### config.mk
export PLATFORM = sky130hd
export DESIGN_NAME = dmem_access_unit
export DESIGN_NICKNAME = d
export VERILOG_FILES = /design/src/rtl/dmem_access_unit.sv
export SDC_FILE = /design/constraint.sdc
export NUM_CORES = 1
export LEC_CHECK = 0
export CORE_MARGIN = 8
export CORE_UTILIZATION = 31
export DETAILED_ROUTE_END_ITERATION = 8
export PLACE_DENSITY = 0.79
export SYNTH_ARGS = -nofsm -noshare
export SYNTH_HDL_FRONTEND = slang
export SYNTH_SLANG_ARGS = --single-unit
export TNS_END_PERCENT = 20
### constraint.sdc
create_clock -name CLK -period 2 [get_ports CLK]
set_clock_uncertainty 0.15 [all_clocks]
set_input_delay 0.5 -clock CLK [delete_from_list [all_inputs] [get_ports CLK]]
set_output_delay 0.5 -clock CLK [all_outputs]
set_load 0.05 [all_outputs]
### src/rtl/dmem_access_unit.sv
// Data-memory initiator: one load/store at a time, loads return on resp channel READ_LATENCY+2 cycles after accept.
// Backpressure: req_ready only in IDLE; a load result is held in RESP until resp_ready.
module dmem_access_unit #(
    parameter int ADDR_WIDTH   = 18,
    parameter int READ_LATENCY = 1
) (
    input  logic        CLK,
    input  logic        reset,
    input  logic        req_valid,
    output logic        req_ready,
    input  logic        req_write,
    input  logic [31:0] req_addr,
    input  logic [31:0] req_wdata,
    input  logic [4:0]  req_rd,
    output logic        resp_valid,
    input  logic        resp_ready,
    output logic [31:0] resp_data,
    output logic [4:0]  resp_rd,
    output logic        addr_error,
    output logic [31:0] mem_address,
    output logic [31:0] mem_write_data,
    output logic        mem_MemWrite,
    output logic        mem_MemRead,
    output logic        mem_distinct,
    input  logic [31:0] mem_read_data
);

    typedef enum logic [1:0] {IDLE, STORE, LOAD_WAIT, RESP} state_t;

    state_t      state_q, state_d;
    logic [1:0]  cnt_q, cnt_d;
    logic        resp_valid_q, resp_valid_d;
    logic        addr_error_q, addr_error_d;
    logic        mem_we_q, mem_we_d;
    logic        mem_re_q, mem_re_d;
    logic [31:0] resp_data_q, resp_data_d;
    logic [4:0]  resp_rd_q, resp_rd_d;
    logic [31:0] mem_addr_q, mem_addr_d;
    logic [31:0] mem_wdata_q, mem_wdata_d;
    logic        in_range;

    assign in_range = ((req_addr >> ADDR_WIDTH) == 32'd0);

    always_ff @(posedge CLK or negedge reset) begin
        if (!reset) begin
            state_q      <= IDLE;
            cnt_q        <= 2'd0;
            resp_valid_q <= 1'b0;
            addr_error_q <= 1'b0;
            mem_we_q     <= 1'b0;
            mem_re_q     <= 1'b0;
            resp_data_q  <= 32'd0;
            resp_rd_q    <= 5'd0;
            mem_addr_q   <= 32'd0;
            mem_wdata_q  <= 32'd0;
        end else begin
            state_q      <= state_d;
            cnt_q        <= cnt_d;
            resp_valid_q <= resp_valid_d;
            addr_error_q <= addr_error_d;
            mem_we_q     <= mem_we_d;
            mem_re_q     <= mem_re_d;
            resp_data_q  <= resp_data_d;
            resp_rd_q    <= resp_rd_d;
            mem_addr_q   <= mem_addr_d;
            mem_wdata_q  <= mem_wdata_d;
        end
    end

    always_comb begin
        state_d      = state_q;
        cnt_d        = cnt_q;
        resp_valid_d = resp_valid_q;
        addr_error_d = 1'b0;
        mem_we_d     = 1'b0;
        mem_re_d     = 1'b0;
        resp_data_d  = resp_data_q;
        resp_rd_d    = resp_rd_q;
        mem_addr_d   = mem_addr_q;
        mem_wdata_d  = mem_wdata_q;
        case (state_q)
            IDLE: begin
                if (req_valid) begin
                    if (!in_range) begin
                        // Out-of-range: no memory access; loads still complete with zero data.
                        addr_error_d = 1'b1;
                        if (!req_write) begin
                            state_d      = RESP;
                            resp_valid_d = 1'b1;
                            resp_data_d  = 32'd0;
                            resp_rd_d    = req_rd;
                        end
                    end else if (req_write) begin
                        state_d     = STORE;
                        mem_we_d    = 1'b1;
                        mem_addr_d  = req_addr;
                        mem_wdata_d = req_wdata;
                    end else begin
                        state_d    = LOAD_WAIT;
                        mem_re_d   = 1'b1;
                        mem_addr_d = req_addr;
                        resp_rd_d  = req_rd;
                        cnt_d      = 2'(READ_LATENCY);
                    end
                end
            end
            STORE: begin
                state_d = IDLE;
            end
            LOAD_WAIT: begin
                // MemRead stays high for READ_LATENCY+1 cycles; capture data on the last one.
                if (cnt_q == 2'd0) begin
                    state_d      = RESP;
                    resp_valid_d = 1'b1;
                    resp_data_d  = mem_read_data;
                end else begin
                    cnt_d    = cnt_q - 2'd1;
                    mem_re_d = 1'b1;
                end
            end
            RESP: begin
                if (resp_ready) begin
                    state_d      = IDLE;
                    resp_valid_d = 1'b0;
                end
            end
            default: begin
                state_d = IDLE;
            end
        endcase
    end

    assign req_ready      = (state_q == IDLE);
    assign resp_valid     = resp_valid_q;
    assign resp_data      = resp_data_q;
    assign resp_rd        = resp_rd_q;
    assign addr_error     = addr_error_q;
    assign mem_address    = mem_addr_q;
    assign mem_write_data = mem_wdata_q;
    assign mem_MemWrite   = mem_we_q;
    assign mem_MemRead    = mem_re_q;
    assign mem_distinct   = mem_we_q;

endmodule

==> impl_results.md <==
* Leakage dissipation at 3.529 nW
* Top FF cell, synth: dfrtp_1
* Synth cell types at 28
* Maxcap violations at 0
* Final Slew Violations at 0
* Reg2reg start: state_q[0]
* Routed wire per std cell at 17.88 µm
* Yosys warning count at 0
* DRT Pass-1 Iters at 4
* Slew HR at 0.5927
* Worst-margin pin slew at 611.0 ps
* # IOs at 213
* Setup violations, final at 37
* CP Cell Sequence: or3b_4 -> buf_6 -> or3_4 -> buf_12 -> mux2_4
* Detailed Route Iter0 Violations at 157
* Total gr overflow at 0
* Initial antenna violation count at 1
* Outcome: complete, but fails checks
* Core footprint at 13190 µm²
* Crit-path max cell delay at 410 ps
* Final Hold Viols at 0
* Crit Path Category: flip-flop to flip-flop
* Most common cell after layout, fill and taps aside: buf_4
* Clk buf depth at 2
* VDD IR-drop max at 0.0008538 V
* Largest net degree at the start of global routing at 110
* Worst Hold Slack at 23.48 ps
* H-tree levels at 3
* Area Overhead vs Synth at 66.08%
* Die ar. at 17410 µm²
* Worst EP arrival at 2120 ps
* Mapped Nets at 377
* Fill cell count at 1114
* Pwr dens at 1177 nW/µm²
* GRT Util Overall at 0.1388
* Standard-cell rows at 42
* Latest clock arrival within the worst-skew pair at 340 ps
* Root Buffer: clkbuf_16
* Period utilisation layout at 1.025
* Final worst setup slack at -50.93 ps
* DP Worst Slack at -735.9 ps
* ANT nets after route at 0
* Vias per cell at 4.553
* Die Width at 132.0 µm
* Worst Path Required at 2070 ps
* Cell Area, Synth at 4168 µm²
* Reg2reg path depth at 5
* Crit start category: flip-flop
* Commonest non-fill, non-tap cells in the layout: buf_4, dfrtp_1, clkdlybuf4s50_1
* Clk slew on worst S/H paths at 70 ps
* Final net count at 611
* Critical path peak fanout at 14
* Synth Area per Inst at 15.44 µm²
* Reg-to-reg endpoint: mem_write_data[24]
* Register area share after synthesis at 0.6545
* Layout cell share with drive strength beyond 1 at 0.4381
* Worst path slowest cell: or3b_4
* First-pass GRT wire length at 19550 µm
* Die Y-Extent at 132.0 µm
* Asr flop ratio synth at 1.000
* Starting Density at 0.3160
* Residual DRC at 0
* # hold bufs at CTS at 0
* Synthesis-stage register bit count at 109
* Tightest Hold Check Type: input port to async pin
* Detail Placement HPWL at 8907 µm
* Wirelength, routed at 12250 µm
* Num Clock Sinks at 109
* Cells after Synth at 270
* Max Freq at 487.6 MHz
* Min Tclk post-route at 2051 ps
* CTS Buf Count at 9
* Number of global-route vias before repair at 3560
* Unrepaired setup endpoints after global routing: true
* CTS tree: yes
* Crit path capture type: flip-flop
* Setup slack, reg-to-reg at -50 ps
* PortBufs at 212
* GP Congestion at 0.7686
* # diodes at 0
* EDFF count, synth at 0
* Failing checks: setup timing
* Via count at 3119
worst max-delay path: cells and delay by family, from the launching register on:
| kind | cells | cell delay, ps |
|---|---|---|
| DFF | 1 | 380 |
| muxes | 1 | 300 |
| buffers and inverters | 2 | 300 |
| and+or+nand+nor | 2 | 790 |
layout make-up:
cell class	count	area (µm²)	area share
multi-input combinational	140	1443	0.2084
inverter	4	15.01	0.002169
sequential	109	2728	0.3941
tap	176	220.2	0.03181
clock inverter	7	98.84	0.01428
timing repair buffer	240	2192	0.3167
clock buffer	9	225.2	0.03254
cell usage after synthesis (3+ instances only):
master | instances | area (µm²)
nand3_1 | 4 | 20.02
a22o_1 | 32 | 280.3
a21oi_1 | 4 | 20.02
nor2b_1 | 14 | 87.58
dfrtp_1 | 109 | 2728
mux2_4 | 30 | 450.4
mux2_2 | 25 | 281.5
nor2_1 | 6 | 22.52
buf_2 | 3 | 15.01
inv_1 | 4 | 15.01
clkbuf_1 | 9 | 33.78
nand2_1 | 6 | 22.52
nor4_1 | 3 | 18.77
buf_6 | 4 | 45.04
logic make-up (layout without fill, tap and decap cells):
logic type      Yosys count  in the layout  share of synthesized area
compound gates           42             42                    0.08346
fa+ha+maj                 1              1                   0.003002
mux                      55             55                     0.1756
buf+inv                  21            260                    0.02792
flops                   109            109                     0.6545
simple gates             42             42                    0.05554
per-layer routing:
metal | global-route usage | up-vias | part of all wire
met4 | 0.03701 | 2 | 0.010
met2 | 0.2342 | 138 | 0.49
met3 | 0.05755 | 12 | 0.081
li1 | - | 1435 | -
met5 | 0 | - | 0.00098
met1 | 0.1585 | 1532 | 0.41
through the flow:
| step | setup TNS [ps] | instance area, µm² | instances | power [mW] | utilization |
|---|---|---|---|---|---|
| after floorplan | -4857 | 4223 | 270 | 4.986 | - |
| after global placement | -50310 | 6390 | 659 | 6.181 | 0.4844 |
| after detailed placement | -53220 | 6390 | 659 | 6.269 | 0.4844 |
| after CTS | -1398 | 6887 | 685 | 8.234 | 0.5221 |
| after global routing | -3280 | 6922 | 685 | 8.519 | 0.5248 |
| final | -1345 | 6922 | 685 | 8.147 | 0.5248 |
worst max path at each step:
stage          slack [ps]  cells after the start            endpoint    startpoint
5_1_grt              -100                      5  mem_write_data[11]    state_q[0]
4_1_cts               -50                      5  mem_write_data[19]    state_q[0]
3_5_place_dp         -740                      6  mem_write_data[24]  req_addr[22]
6_report              -50                      5  mem_write_data[24]    state_q[0]
3_3_place_gp         -710                      6  mem_write_data[29]  req_addr[22]
2_1_floorplan        -150                      6  mem_write_data[10]  req_addr[22]
sequential cells by signal, indices dropped and copies added (netlist names):
| signal | cells |
|---|---|
| resp_valid | 1 |
| mem_MemWrite | 1 |
| mem_MemRead | 1 |
| cnt_q | 2 |
| addr_error | 1 |
| mem_address | 32 |
| mem_write_data | 32 |
| resp_rd | 5 |
| state_q | 2 |
| resp_data | 32 |
repair_timing:
action | in CTS | in global routing
endpoints found under the setup margin | 70 | 52
gates resized for setup | 52 | 10
pin swaps | 7 | 0
gates cloned | 4 | 0
setup buffers | 7 | 0
power by group:
part	leakage (nW)	switching, mW	internal, mW
clock	0.156	0.804	1.10
sequential	1.45	0.248	2.62
combinational	1.92	2.13	1.24
total	3.53	3.18	4.97
(Power assumes the default switching activity.)
